**config.mk**
```make
export PLATFORM = sky130hd
export DESIGN_NAME = pos_dac_spi
export DESIGN_NICKNAME = d
export VERILOG_FILES = /design/src/rtl/pos_dac_spi.sv
export SDC_FILE = /design/constraint.sdc
export NUM_CORES = 1
export LEC_CHECK = 0
export CORE_ASPECT_RATIO = 0.9
export CORE_MARGIN = 5
export CORE_UTILIZATION = 50
export CTS_CLUSTER_DIAMETER = 100
export DETAILED_ROUTE_END_ITERATION = 10
export DONT_BUFFER_PORTS = 1
export GPL_ROUTABILITY_DRIVEN = 0
export MAX_ROUTING_LAYER = met4
export SYNTH_ARGS = -nofsm -noshare
export SYNTH_HDL_FRONTEND = slang
export SYNTH_SLANG_ARGS = --single-unit
```
**constraint.sdc**
```tcl
create_clock -name clk_pid_i -period 4.9 [get_ports clk_pid_i]
set_input_delay 0.735 -clock clk_pid_i [delete_from_list [all_inputs] [get_ports clk_pid_i]]
set_output_delay 0.735 -clock clk_pid_i [all_outputs]
set_load 0.005 [all_outputs]
```
**src/rtl/pos_dac_spi.sv**
```systemverilog
// rtl/pos_dac_spi.sv - clamps PID DAC codes and shifts them to the galvo DAC over SPI with LDAC update
module pos_dac_spi #(
    parameter int CLK_DIV     = 2,
    parameter int LDAC_WIDTH  = 2,
    parameter int AUTO_UPDATE = 0
) (
    input  logic        clk_pid_i,
    input  logic        sys_rst_i,
    input  logic [15:0] dac_code_i,
    input  logic        dac_code_valid_i,
    input  logic [15:0] dac_limit_i,
    output logic        dac_csn_o,
    output logic        dac_sclk_o,
    output logic        dac_mosi_o,
    output logic        dac_ldacn_o,
    output logic        busy_o,
    output logic        done_o,
    output logic [15:0] last_code_o,
    output logic        clamp_hit_o,
    output logic [7:0]  overrun_cnt_o
);

    localparam logic [7:0]  DIV_LAST  = 8'(CLK_DIV - 1);
    localparam logic [7:0]  LDAC_LAST = 8'(LDAC_WIDTH - 1);
    localparam logic [15:0] MID_CODE  = 16'h8000;

    typedef enum logic [2:0] {
        ST_IDLE,
        ST_SHIFT,
        ST_CSH,
        ST_GAP,
        ST_LDAC
    } state_t;

    state_t      state_q;
    logic [7:0]  cnt_q;
    logic [3:0]  bit_cnt_q;
    logic [15:0] shreg_q;
    logic [15:0] cur_code_q;
    logic        csn_q;
    logic        sclk_q;
    logic        mosi_q;
    logic        ldacn_q;
    logic        done_q;
    logic [15:0] last_code_q;
    logic        clamp_hit_q;
    logic [7:0]  overrun_q;
    logic        pend_full_q;
    logic [15:0] pend_code_q;
    logic        pend_clamp_q;
    logic [15:0] code_d1_q;
    logic        auto_stb_q;

    logic [16:0] hi_sum_d;
    logic [15:0] lo_d;
    logic [15:0] hi_d;
    logic [15:0] clamp_code_d;
    logic        clamp_flag_d;
    logic        strobe_d;
    logic        div_last_d;
    logic        fin_d;
    logic        launch_d;
    logic [15:0] launch_code_d;
    logic        launch_clamp_d;

    // Window is evaluated with the limit present on the capture edge; the
    // clamped code is what gets buffered, not the raw request.
    always_comb begin
        hi_sum_d = 17'd32768 + {1'b0, dac_limit_i};
        hi_d     = hi_sum_d[16] ? 16'hFFFF : hi_sum_d[15:0];
        lo_d     = (dac_limit_i > MID_CODE) ? 16'd0 : (MID_CODE - dac_limit_i);
        clamp_code_d = dac_code_i;
        clamp_flag_d = 1'b0;
        if (dac_code_i < lo_d) begin
            clamp_code_d = lo_d;
            clamp_flag_d = 1'b1;
        end else if (dac_code_i > hi_d) begin
            clamp_code_d = hi_d;
            clamp_flag_d = 1'b1;
        end
    end

    always_comb begin
        strobe_d       = dac_code_valid_i | auto_stb_q;
        div_last_d     = (cnt_q == DIV_LAST);
        fin_d          = (state_q == ST_LDAC) && (cnt_q == LDAC_LAST);
        launch_d       = ((state_q == ST_IDLE) || fin_d) && (strobe_d || pend_full_q);
        launch_code_d  = pend_full_q ? pend_code_q : clamp_code_d;
        launch_clamp_d = pend_full_q ? pend_clamp_q : clamp_flag_d;
    end

    always_ff @(posedge clk_pid_i) begin
        if (sys_rst_i) begin
            state_q      <= ST_IDLE;
            cnt_q        <= 8'd0;
            bit_cnt_q    <= 4'd0;
            shreg_q      <= 16'd0;
            cur_code_q   <= MID_CODE;
            csn_q        <= 1'b1;
            sclk_q       <= 1'b0;
            mosi_q       <= 1'b0;
            ldacn_q      <= 1'b1;
            done_q       <= 1'b0;
            last_code_q  <= MID_CODE;
            clamp_hit_q  <= 1'b0;
            overrun_q    <= 8'd0;
            pend_full_q  <= 1'b0;
            pend_code_q  <= 16'd0;
            pend_clamp_q <= 1'b0;
            code_d1_q    <= dac_code_i;
            auto_stb_q   <= 1'b0;
        end else begin
            done_q     <= 1'b0;
            code_d1_q  <= dac_code_i;
            auto_stb_q <= (AUTO_UPDATE != 0) && (dac_code_i != code_d1_q);

            // Pending buffer: latest wins; refilling on the launch edge is not an overrun.
            if (launch_d) begin
                pend_full_q <= pend_full_q && strobe_d;
                if (pend_full_q && strobe_d) begin
                    pend_code_q  <= clamp_code_d;
                    pend_clamp_q <= clamp_flag_d;
                end
            end else if (strobe_d) begin
                pend_full_q  <= 1'b1;
                pend_code_q  <= clamp_code_d;
                pend_clamp_q <= clamp_flag_d;
                if (pend_full_q && (overrun_q != 8'hFF)) begin
                    overrun_q <= overrun_q + 8'd1;
                end
            end

            case (state_q)
                ST_IDLE: begin
                    cnt_q <= 8'd0;
                end
                ST_SHIFT: begin
                    if (div_last_d) begin
                        cnt_q  <= 8'd0;
                        sclk_q <= ~sclk_q;
                        if (sclk_q) begin
                            if (bit_cnt_q == 4'd15) begin
                                state_q <= ST_CSH;
                            end else begin
                                shreg_q   <= {shreg_q[14:0], 1'b0};
                                mosi_q    <= shreg_q[14];
                                bit_cnt_q <= bit_cnt_q + 4'd1;
                            end
                        end
                    end else begin
                        cnt_q <= cnt_q + 8'd1;
                    end
                end
                ST_CSH: begin
                    if (div_last_d) begin
                        cnt_q   <= 8'd0;
                        csn_q   <= 1'b1;
                        mosi_q  <= 1'b0;
                        state_q <= ST_GAP;
                    end else begin
                        cnt_q <= cnt_q + 8'd1;
                    end
                end
                ST_GAP: begin
                    if (div_last_d) begin
                        cnt_q   <= 8'd0;
                        ldacn_q <= 1'b0;
                        state_q <= ST_LDAC;
                    end else begin
                        cnt_q <= cnt_q + 8'd1;
                    end
                end
                ST_LDAC: begin
                    if (fin_d) begin
                        cnt_q       <= 8'd0;
                        ldacn_q     <= 1'b1;
                        done_q      <= 1'b1;
                        last_code_q <= cur_code_q;
                        state_q     <= ST_IDLE;
                    end else begin
                        cnt_q <= cnt_q + 8'd1;
                    end
                end
                default: begin
                    state_q <= ST_IDLE;
                end
            endcase

            // Launch overrides the case above so FIN can chain straight into SHIFT.
            if (launch_d) begin
                state_q     <= ST_SHIFT;
                cnt_q       <= 8'd0;
                bit_cnt_q   <= 4'd0;
                shreg_q     <= launch_code_d;
                cur_code_q  <= launch_code_d;
                csn_q       <= 1'b0;
                sclk_q      <= 1'b0;
                mosi_q      <= launch_code_d[15];
                clamp_hit_q <= launch_clamp_d;
            end
        end
    end

    assign dac_csn_o     = csn_q;
    assign dac_sclk_o    = sclk_q;
    assign dac_mosi_o    = mosi_q;
    assign dac_ldacn_o   = ldacn_q;
    assign busy_o        = (state_q != ST_IDLE);
    assign done_o        = done_q;
    assign last_code_o   = last_code_q;
    assign clamp_hit_o   = clamp_hit_q;
    assign overrun_cnt_o = overrun_q;

endmodule

```
==> out/results.tsv <==
metric	value	unit
CP Launch Type	primary input	
Gate power share	15.8	%
EDFF count, synth	0	
Resized cells post-CTS	0	
Remaining Overflow, GRT	0	
chip width	122	um
port bufs	0	
Seq pwr share	43.6	%
Seq cells post-synth	94	
Final Core Density	55.4	%
Peak VDD IR	225	uV
share of layout cells above drive strength 1	7.36	%
IO Count	66	
initial core utilization	51.3	%
Area growth syn-to-layout	7.87	%
Net Sw Power	0.502	mW
placed cells	844	
Cell Area, Synth	5600	um2
vias	5328	
critical path depth in cells	15	
n_diodes	0	
GRT Overall Usage	25.2	%
first-pass GRT wire length	26200	um
CP max-delay cell	o31ai_1	
Post-Syn Nets	794	
Sw Ratio	25.9	%
CTS tree	done	
Fin Setup TNS	0	ns
clk_lat worst skew	0.34	ns
Crit path max-delay family	simple AND/OR/NAND/NOR gates	
max cap viols	0	
Avg Cell Area, Syn	7.73	um2
clock power share	40.7	%
Layout Cells excl Fill	859	
leakage power	2.25	nW
reg2reg path depth	9	
starting DRC count in detailed routing	523	
Final min period	4.36	ns
final clock period utilization by the worst path	89.0	%
Core ar.	10900	um2
Worst EP arrival	4.57	ns
Pre-Repair DR Iteration Count	5	
status	complete, no violations	
Critical Path Fanout Max	12	
Worst Hold Depth	2	
worst slew pin tran	1.00	ns
setup clock skew after layout	0.00639	ns
CTS H-tree depth	3	
Detail Route Antenna Nets	0	
HP Class	reg2reg	
FMAX	229	MHz
cell count after synthesis	724	
clk buf depth	2	
vias in the first global route	5137	
final setup vio count	0	
initial antenna violation count	0	
die area	13400	um2
asr flop ratio synth	0	%
clk slew on worst S/H paths	0.07	ns
Worst Path Buf+Inv	3	
sequential share of the synthesized area	33.6	%
number of hold violations in the final report	0	
largest net degree at the start of global routing	48	
Pwr Density	321	nW/um2
ys flop type	dfxtp_1	
RSZ-0062 raised after global routing	false	
Cell variety after synth	70	
crit path cell chain	inv_1 -> ha_1 -> or3b_2 -> o41ai_2 -> buf_4 -> and3_1 -> inv_1 -> ha_1 -> nand4_1 -> nor4_1 -> o21a_1 -> o21a_1 -> nor2_1 -> o31ai_1 -> a211oi_1	
DR WL/cell	18.8	um
Int Pwr	1.44	mW
# DRC	0	
hold_buf cts	0	
setup bufs post-CTS	0	
Setup Crit Path Kind	in2reg	
Die Span Y	110	um
Detailed Place HPWL	12100	um
Critical Path End Type	register	
final wirelength	16200	um
Synth Warn #	0	
Critical Path RT	5.10	ns
CTS buffer count	9	
Clk Tree Root Cell	clkbuf_16	
Num Clock Sinks	94	
Max Slew Vio Count	0	
routed vias/inst	6.20	
# nets final	773	
Rows	36	
worst rel slew slack	33.2	%
CP max stage delay	0.57	ns
-- tightest hold or removal path, cell delays in order (launching register included) --
cell,delay [ns]
dfxtp_1,0.31
nand2_1,0.05
a21oi_1,0.05
-- synthesized netlist by cell type (6+ instances only) --
library cell,n,area [um2]
nor2_1,79,297
or3_1,11,68.8
a211oi_1,6,45.0
ha_1,35,438
o31ai_1,7,52.6
nor2b_1,6,37.5
mux2_2,7,78.8
dfxtp_1,94,1880
or2_2,9,56.3
clkbuf_1,34,128
nand4_1,12,75.1
o21a_1,8,60.1
nor3_1,19,95.1
xor2_1,8,70.1
a21oi_1,63,315
nor3b_1,6,45.0
o221ai_1,9,78.8
a31oi_1,9,56.3
xnor2_1,10,87.6
o21ai_0,56,280
and3_1,9,56.3
inv_1,19,71.3
nand2_1,90,338
nand3_1,24,120
-- layout make-up --
cell class | count | area [um2]
tap | 152 | 190
clock buffer | 11 | 243
fill | 1084 | 4860
timing repair buffer | 10 | 75.1
inverter | 19 | 71.3
sequential | 94 | 1880
multi-input combinational | 569 | 3480
clock inverter | 4 | 95.1
-- sequential cells by signal, indices dropped and copies added (netlist names) --
name and flops:
dac_ldacn_o 1, last_code_o 16, clamp_hit_o 1, dac_csn_o 1, overrun_cnt_o 8, shreg_q 15, bit_cnt_q 4, pend_full_q 1
done_o 1, state_q 3, dac_mosi_o 1, cur_code_q 16, pend_clamp_q 1, dac_sclk_o 1, pend_code_q 16, cnt_q 8
-- metrics by stage --
stage | power [mW] | setup WS, ns | area, um2 | hold slack [ns]
detailed placement | 1.16 | 0.206 | 5700 | 0.451
global placement | 1.16 | 0.271 | 5700 | 0.445
CTS | 1.95 | 0.560 | 6040 | 0.452
global route | 2.02 | 0.252 | 6040 | 0.448
floorplan | 1.08 | 0.914 | 5600 | 0.425
finish | 1.94 | 0.538 | 6040 | 0.457
-- power groups by stage --
stage          Combinational [mW]  Sequential (mW)  Clock, mW
3_5_place_dp                0.300            0.861          0
5_1_grt                     0.342            0.849      0.833
6_report                    0.306            0.845      0.788
4_1_cts                     0.302            0.844      0.804
3_3_place_gp                0.295            0.861          0
2_1_floorplan               0.238            0.846          0
-- path summary, 6_finish.rpt --
| path | from | end | slack (ns) |
|---|---|---|---|
| min reg2reg | cur_code_q[0]$_SDFFE_PP0P_ | last_code_o[0]$_SDFFE_PP0P_ | 0.46 |
| min | cur_code_q[0]$_SDFFE_PP0P_ | last_code_o[0]$_SDFFE_PP0P_ | 0.46 |
| max reg2reg | cnt_q[0]$_SDFFE_PP0P_ | shreg_q[9]$_SDFFE_PP0P_ | 1.67 |
| max | dac_limit_i[0] | shreg_q[9]$_SDFFE_PP0P_ | 0.54 |
-- logic make-up after synthesis --
kind of cell | synth area share (%)
AOI/OAI and AO/OA | 23.7
xor gates and xnor gates | 2.82
adders and majority gates | 8.00
buffers and inverters | 4.40
DFF | 33.6
muxes | 2.30
and+or+nand+nor | 25.2
-- layout by cell type, fill, tap and decap left out, types with 4 or more instances in the layout --
master / synthesis / final
buf_4: 1 / 10
xnor2_1: 10 / 10
ha_1: 35 / 35
mux2_2: 7 / 7
a21o_1: 5 / 5
a32oi_1: 5 / 5
nor2b_1: 6 / 6
nor2_1: 79 / 79
nand4_1: 12 / 12
o221ai_1: 9 / 9
o22ai_1: 4 / 4
nand3_1: 24 / 24
a21oi_1: 63 / 63
nor3b_1: 6 / 5
nor3_1: 19 / 19
dfxtp_1: 94 / 94
a211oi_1: 6 / 6
nor4_1: 5 / 5
o21ai_0: 56 / 56
mux2i_1: 5 / 5
o31ai_1: 7 / 7
o21a_1: 8 / 8
or2_2: 9 / 9
clkbuf_16: 0 / 9
a31oi_1: 9 / 9
a311oi_1: 4 / 4
xor2_1: 8 / 8
inv_1: 19 / 19
or3_1: 11 / 11
nand2_1: 90 / 90
and3_1: 9 / 9
-- metal layers --
layer | global-route usage [%] | up-vias | wire length [um]
met1 | 34.0 | 2549 | 7510
li1 | - | 2583 | -
met5 | - | - | 0
met2 | 39.7 | 168 | 7370
met4 | 5.84 | 0 | 244
met3 | 4.54 | 28 | 1060
Note: power is estimated with default switching activity, not from simulation.
